## config.mk

```make
export PLATFORM = sky130hd
export DESIGN_NAME = clock_ctrl_flat
export DESIGN_NICKNAME = d
export VERILOG_FILES = /design/src/rtl/clock_pkg.sv /design/src/rtl/clock_ctrl_if.sv /design/src/rtl/clock_ctrl_edge_det.sv /design/src/rtl/clock_ctrl.sv /design/src/flat_wrapper.sv
export SDC_FILE = /design/constraint.sdc
export NUM_CORES = 1
export LEC_CHECK = 0
export ABC_AREA = 1
export BUFFER_PORTS_ARGS = -buffer_cell sky130_fd_sc_hd__buf_4
export CELL_PAD_IN_SITES_DETAIL_PLACEMENT = 1
export CELL_PAD_IN_SITES_GLOBAL_PLACEMENT = 2
export CORE_ASPECT_RATIO = 1.75
export CORE_MARGIN = 5
export CORE_UTILIZATION = 31
export CTS_CLUSTER_SIZE = 40
export DETAILED_ROUTE_END_ITERATION = 10
export PLACE_DENSITY_LB_ADDON = 0.1
export SYNTH_ARGS = -nofsm -noshare
export SYNTH_HDL_FRONTEND = slang
export SYNTH_HIERARCHICAL = 1
export SYNTH_SLANG_ARGS = --single-unit
```

## constraint.sdc

```tcl
create_clock -name clk -period 1.4 [get_ports clk]
set_input_delay 0.21 -clock clk [delete_from_list [all_inputs] [get_ports clk]]
set_output_delay 0.21 -clock clk [all_outputs]
set_load 0.02 [all_outputs]
```

## src/rtl/clock_pkg.sv

```systemverilog
// Shared definitions for the clock controller: edit-mode state encoding, field-select
// encodings and time-field widths.
package clock_pkg;

  localparam int unsigned HourW = 5;
  localparam int unsigned MinW  = 6;

  typedef enum logic [1:0] {
    RUN    = 2'd0,
    SET_HH = 2'd1,
    SET_MM = 2'd2
  } state_e;

  localparam logic [1:0] SelNone    = 2'b00;
  localparam logic [1:0] SelHours   = 2'b01;
  localparam logic [1:0] SelMinutes = 2'b10;

  // Field-select code shown while in a given state.
  function automatic logic [1:0] sel_of(state_e s);
    logic [1:0] sel;
    unique case (s)
      SET_HH:  sel = SelHours;
      SET_MM:  sel = SelMinutes;
      default: sel = SelNone;
    endcase
    return sel;
  endfunction

endpackage

```

## src/rtl/clock_ctrl_if.sv

```systemverilog
// Signal bundle between the clock controller and its environment.
//   tick      : 1 Hz one-cycle pulse from the divider
//   btn_mode  : mode button level (synchronized, debounced)
//   btn_inc   : increment button level (synchronized, debounced)
//   hours/minutes/seconds : current time, binary
//   sel       : field being edited (00 none, 01 hours, 10 minutes)
//   div_clr   : one-cycle pulse restarting the divider
//   day_pulse : one-cycle pulse on midnight rollover
// master = the environment driving buttons/tick, slave = the controller.
interface clock_ctrl_if;
  import clock_pkg::*;

  logic             tick;
  logic             btn_mode;
  logic             btn_inc;
  logic [HourW-1:0] hours;
  logic [MinW-1:0]  minutes;
  logic [MinW-1:0]  seconds;
  logic [1:0]       sel;
  logic             div_clr;
  logic             day_pulse;

  modport master (
    output tick, btn_mode, btn_inc,
    input  hours, minutes, seconds, sel, div_clr, day_pulse
  );

  modport slave (
    input  tick, btn_mode, btn_inc,
    output hours, minutes, seconds, sel, div_clr, day_pulse
  );

endinterface

```

## src/rtl/clock_ctrl_edge_det.sv

```systemverilog
// 1-bit rising-edge detector.
//   clk  : clock
//   rst  : asynchronous active-low reset
//   d    : level input
//   rise : high in the cycle where d is 1 and its registered previous value was 0
// RstVal sets the reset value of the previous-value register; resetting it to 1 keeps a
// level held through reset release from being seen as an edge.
module edge_det #(
  parameter bit RstVal = 1'b1
) (
  input  logic clk,
  input  logic rst,
  input  logic d,
  output logic rise
);

  logic prev_q;

  always_ff @(posedge clk or negedge rst) begin
    if (!rst) begin
      prev_q <= RstVal;
    end else begin
      prev_q <= d;
    end
  end

  assign rise = d & ~prev_q;

endmodule

```

## src/rtl/clock_ctrl.sv

```systemverilog
// Time-of-day clock controller with a two-field set mode.
//   clk : clock, all state changes on rising edge
//   rst : asynchronous active-low reset
//   bus : clock_ctrl_if.slave (tick/buttons in; time, sel, div_clr, day_pulse out)
// Mode button cycles RUN -> SET_HH -> SET_MM -> RUN. Entering SET_HH zeroes the seconds;
// leaving SET_MM restarts the divider so the first second after setting is full length.
module clock_ctrl
  import clock_pkg::*;
#(
  parameter int unsigned HOUR_MAX = 23,
  parameter int unsigned MIN_MAX  = 59
) (
  input logic         clk,
  input logic         rst,
  clock_ctrl_if.slave bus
);

  localparam logic [HourW-1:0] HourMax = HourW'(HOUR_MAX);
  localparam logic [MinW-1:0]  MinMax  = MinW'(MIN_MAX);

  state_e           state_q, state_d;
  logic [HourW-1:0] hours_q, hours_d;
  logic [MinW-1:0]  min_q, min_d;
  logic [MinW-1:0]  sec_q, sec_d;
  logic [1:0]       sel_q, sel_d;
  logic             div_clr_q, div_clr_d;
  logic             day_pulse_q, day_pulse_d;

  logic mode_rise;
  logic inc_rise;

  edge_det #(
    .RstVal (1'b1)
  ) u_mode_edge (
    .clk  (clk),
    .rst  (rst),
    .d    (bus.btn_mode),
    .rise (mode_rise)
  );

  edge_det #(
    .RstVal (1'b1)
  ) u_inc_edge (
    .clk  (clk),
    .rst  (rst),
    .d    (bus.btn_inc),
    .rise (inc_rise)
  );

  // State register.
  always_ff @(posedge clk or negedge rst) begin
    if (!rst) begin
      state_q <= RUN;
    end else begin
      state_q <= state_d;
    end
  end

  // Next-state logic.
  always_comb begin
    state_d = state_q;
    if (mode_rise) begin
      unique case (state_q)
        RUN:     state_d = SET_HH;
        SET_HH:  state_d = SET_MM;
        SET_MM:  state_d = RUN;
        default: state_d = RUN;
      endcase
    end
  end

  // Time fields and registered outputs.
  always_comb begin
    logic sec_wrap;
    logic min_wrap;
    logic hour_wrap;

    sec_wrap    = (sec_q == MinMax);
    min_wrap    = (min_q == MinMax);
    hour_wrap   = (hours_q == HourMax);

    hours_d     = hours_q;
    min_d       = min_q;
    sec_d       = sec_q;
    div_clr_d   = 1'b0;
    day_pulse_d = 1'b0;
    sel_d       = sel_of(state_d);

    unique case (state_q)
      RUN: begin
        if (bus.tick) begin
          sec_d = sec_wrap ? '0 : sec_q + 1'b1;
          if (sec_wrap) begin
            min_d = min_wrap ? '0 : min_q + 1'b1;
            if (min_wrap) begin
              hours_d = hour_wrap ? '0 : hours_q + 1'b1;
            end
          end
          day_pulse_d = sec_wrap & min_wrap & hour_wrap;
        end
        // Entering set mode zeroes seconds after any carry from a coincident tick.
        if (mode_rise) begin
          sec_d = '0;
        end
      end
      SET_HH: begin
        // A mode edge takes priority over an increment edge in the same cycle.
        if (!mode_rise && inc_rise) begin
          hours_d = hour_wrap ? '0 : hours_q + 1'b1;
        end
      end
      SET_MM: begin
        if (mode_rise) begin
          div_clr_d = 1'b1;
        end else if (inc_rise) begin
          min_d = min_wrap ? '0 : min_q + 1'b1;
        end
      end
      default: ;
    endcase
  end

  always_ff @(posedge clk or negedge rst) begin
    if (!rst) begin
      hours_q     <= '0;
      min_q       <= '0;
      sec_q       <= '0;
      sel_q       <= SelNone;
      div_clr_q   <= 1'b0;
      day_pulse_q <= 1'b0;
    end else begin
      hours_q     <= hours_d;
      min_q       <= min_d;
      sec_q       <= sec_d;
      sel_q       <= sel_d;
      div_clr_q   <= div_clr_d;
      day_pulse_q <= day_pulse_d;
    end
  end

  assign bus.hours     = hours_q;
  assign bus.minutes   = min_q;
  assign bus.seconds   = sec_q;
  assign bus.sel       = sel_q;
  assign bus.div_clr   = div_clr_q;
  assign bus.day_pulse = day_pulse_q;

endmodule
```

## src/flat_wrapper.sv

```systemverilog
// flat-port wrapper written by rule: the top's interface ports become plain ports
module clock_ctrl_flat import clock_pkg::*;
#(
  parameter int unsigned HOUR_MAX = 23,
  parameter int unsigned MIN_MAX  = 59
)
  (clk, rst, bus_tick, bus_btn_mode, bus_btn_inc, bus_hours, bus_minutes, bus_seconds, bus_sel, bus_div_clr, bus_day_pulse);
  clock_ctrl_if bus_i ();
  input logic clk;
  input logic rst;
  input wire logic [$bits(bus_i.tick)-1:0] bus_tick;
  input wire logic [$bits(bus_i.btn_mode)-1:0] bus_btn_mode;
  input wire logic [$bits(bus_i.btn_inc)-1:0] bus_btn_inc;
  output wire logic [$bits(bus_i.hours)-1:0] bus_hours;
  output wire logic [$bits(bus_i.minutes)-1:0] bus_minutes;
  output wire logic [$bits(bus_i.seconds)-1:0] bus_seconds;
  output wire logic [$bits(bus_i.sel)-1:0] bus_sel;
  output wire logic [$bits(bus_i.div_clr)-1:0] bus_div_clr;
  output wire logic [$bits(bus_i.day_pulse)-1:0] bus_day_pulse;
  assign bus_i.tick = bus_tick;
  assign bus_i.btn_mode = bus_btn_mode;
  assign bus_i.btn_inc = bus_btn_inc;
  assign bus_hours = bus_i.hours;
  assign bus_minutes = bus_i.minutes;
  assign bus_seconds = bus_i.seconds;
  assign bus_sel = bus_i.sel;
  assign bus_div_clr = bus_i.div_clr;
  assign bus_day_pulse = bus_i.day_pulse;
  clock_ctrl #(.HOUR_MAX(HOUR_MAX), .MIN_MAX(MIN_MAX)) u_core (.clk(clk), .rst(rst), .bus(bus_i));
endmodule
```

==> impl_metrics.yaml <==
grt:
  grt_overflow_total: 0
  grt_pass1_wl_mm: 5.83
  grt_max_degree: 26
  track_usage_pct: 13.2
  grt_pass1_vias: 1325
  antenna_found_initial: 0
sta:
  worst_slew_pin_slew_ns: 0.331
  slew_headroom_pct: 77.9
  min_period_over_period_pct: 98.4
  hold_viol: 0
  max_freq_ghz: 0.726
  finalCriticalPeriod_ns: 1.38
  slew_violations: 0
  whs_ns: 0.0425
  setup_viol: 0
  rsz0062_at_grt: "yes"
  layout_setup_ws_ns: 0.0221
  finClkSkew_ns: 0.00756
place:
  io_buffer_count: 25
  post-place-ws_ns: 0.00137
  dpl.hpwl_mm: 2.69
  globalplace.congestion: 0.747
  place_inst: 244
floorplan:
  io-pin-count: 26
  fp.dieW_um: 59.2
  start_util_pct: 31.9
  die_area_um2: 5680
  die_height_um: 96.0
  floorplan.rows: 31
  fp.coreArea_um2: 4110
setup_path:
  rr_startpoint: "u_core/bus.seconds[0]$_DFFE_PN0P_"
  crit_fanout: 8
  crit_path_start_kind: "flop"
  crit_required_ns: 1.57
  crit_type: "reg -> reg"
  arrival_ns: 1.54
  reg2reg_to: "u_core/bus.minutes[5]$_DFFE_PN0P_"
  end_kind: "flop"
  reg2reg_slack_ns: 0.02
  r2r_cells: 8
synth:
  ys_ff_latch: 25
  seq_area_frac_synth_pct: 47.9
  synth_cells: 159
  yosysWarnings: 6
  synthArstFlopShare_pct: 100
  netlist.area_leader.share_pct: 43.9
  synth_cell_types: 25
  synth-edff-count: 0
  syn-num-nets: 167
  synthFlopType: "dfrtp_1"
  synth_area_um2: 1310
  yosys.area.top_type: "dfrtp_1"
  synthTopCellsByArea: "dfrtp_1 44%, nand2_1 11%, nand3_1 6.9%, nor2_1 6.6%, inv_1 4.3%"
  syn_area_per_cell_um2: 8.25
drt:
  routed_wl_mm: 3.49
  drc_errors: 0
  vias: 1191
  routedWlPerCell_um: 13.9
  firstDrtPassIters: 4
  ant_nets: 0
  drtIter0Drc: 15
  avgViaCountPerCell: 4.75
power_and_ir_drop:
  leakagePower_uw: 0.000871
  peakVddDrop_mv: 0.717
  power-per-cell-area_nw_per_um2: 1660
cts:
  cts_tree: "done"
  cts_buffers: 3
  htree_levels: 1
  insertion_delay_ns: 0.27
  clk_pin_slew_worst_paths_ns: 0.10
  cts_sinks: 25
  clockRootBuffer: "clkbuf_8"
  cts_buffer_depth: 2
hold_path:
  hp-start: "bus_btn_inc"
  holdPathStages: 1
  hold_class: "in -> reg"
  hold_end: "u_core/u_inc_edge/prev_q$_DFF_PN1_"
cells_and_area:
  n_fill_cell: 526
  drive_gt1_share_pct: 37.6
  area_growth_pct: 37.0
  final_cells: 251
  fin_nets: 211
  n_antenna_cell: 0
flow_run:
  timing.max_cap.violations: 0
outcome:
  outcome: "complete, no violations"
[registers in the layout, summed over array words and instances, names as in the netlist]
name	flops
u_core/bus.day_pulse	1
u_core/bus.div_clr	1
u_core/bus.hours	5
u_core/bus.minutes	6
u_core/bus.seconds	6
u_core/bus.sel	2
u_core/state_q	2
u_core/u_inc_edge/prev_q	1
u_core/u_mode_edge/prev_q	1
[critical path, cell delays in order, from the launching register on]
cell	delay, ns
dfrtp_1	0.40
ha_4	0.17
nand3_4	0.06
nor2_4	0.20
nand3_2	0.13
nand2_4	0.15
inv_6	0.06
nand2_2	0.07
o21ai_2	0.04
[synthesized netlist by cell type, types with 3 or more instances]
cell type / number
a21oi_1: 6
dfrtp_1: 23
ha_1: 3
inv_1: 15
nand2_1: 39
nand2_4: 3
nand3_1: 18
nor2_1: 23
nor2_4: 3
o21ai_2: 3
[stage by stage]
stage,util (%),area (um2),TNS [ns],power [uW]
floorplan,-,1320,0,1780
global placement,40.0,1650,0,2400
detailed placement,40.0,1650,0,2450
CTS,41.7,1710,0,2910
global route,43.7,1800,-0.725,3200
finish,43.7,1800,0,2970
[layer usage]
layer  vias up  GRT usage (%)  share of wire [%]
met5         -              0                  0
met4         0           3.97               0.74
met3         2           1.74                3.0
met2        19           25.3                 59
met1       576           14.6                 37
li1        594              -                  -
[final cells by class]
type	instances	area (um2)	area share [%]
repair buffers	39	295	16.4
well taps	49	61.3	3.41
multi-input cells	116	686	38.2
inverters	18	75.1	4.18
clock buffers	3	41.3	2.30
flip-flops and latches	25	633	35.2
clock inverters	1	5.00	0.279
[power by group]
group          switching [uW]  total (uW)  internal [uW]  leakage [uW]
sequential                193        1110            921      0.000315
clock                     242         441            199     0.0000255
combinational             779        1420            640      0.000531
[kinds of logic (layout without fill, tap and decap cells)]
| kind of cell | after synthesis | after routing | share of synthesized area [%] |
|---|---|---|---|
| compound gates | 13 | 13 | 6.20 |
| fa+ha+maj | 3 | 3 | 2.86 |
| simple gates | 97 | 97 | 35.5 |
| flops | 25 | 25 | 47.9 |
| xor+xnor | 3 | 3 | 2.00 |
| buf+inv | 18 | 61 | 5.53 |
[placed cells by master, fill, tap and decap left out]
cell,count
a21oi_1,6
nand4_1,1
xor2_1,2
o21a_1,1
ha_4,2
dfstp_2,2
inv_1,15
nand2_2,6
dfrtp_1,19
o21bai_1,1
nand3_4,2
nor2_2,2
buf_4,38
xnor2_1,1
o21ai_4,1
ha_1,1
inv_4,1
o21ai_2,2
nand2_1,35
nand3_1,16
clkbuf_8,3
dlygate4sd3_1,1
o21ai_0,2
nand3_2,2
nand2_4,3
dfrtp_2,4
nand3b_1,1
nor2_1,22
or2_2,1
inv_2,1
inv_6,1
nor2_4,4
clkinv_2,1
nor3_1,2
[what timing repair did]
action,4_1_cts,5_1_grt
gates cloned,0,0
pin swaps,1,7
gates resized for setup,2,15
setup endpoints to repair,3,13
hold buffers,1,0
buffers inserted,0,2
endpoints found under the hold margin,23,0
[worst max-delay path by stage]
| stage | startpoint | slack [ns] | depth (start not counted) | endpoint |
|---|---|---|---|---|
| after global placement | u_core/u_mode_edge/prev_q$_DFF_PN1_ | 0.03 | 6 | u_core/bus.seconds[3]$_DFFE_PN0P_ |
| final | u_core/bus.seconds[0]$_DFFE_PN0P_ | 0.02 | 8 | u_core/bus.minutes[5]$_DFFE_PN0P_ |
| after CTS | u_core/bus.seconds[0]$_DFFE_PN0P_ | 0.001 | 8 | u_core/bus.minutes[5]$_DFFE_PN0P_ |
| after global routing | u_core/bus.seconds[0]$_DFFE_PN0P_ | -0.09 | 8 | u_core/bus.minutes[0]$_DFFE_PN0P_ |
| after floorplan | u_core/bus.seconds[0]$_DFFE_PN0P_ | 0.007 | 8 | u_core/bus.minutes[5]$_DFFE_PN0P_ |
| after detailed placement | u_core/bus.minutes[0]$_DFFE_PN0P_ | 0.001 | 8 | u_core/bus.hours[4]$_DFFE_PN0P_ |
Note: power is estimated with default switching activity, not from simulation.
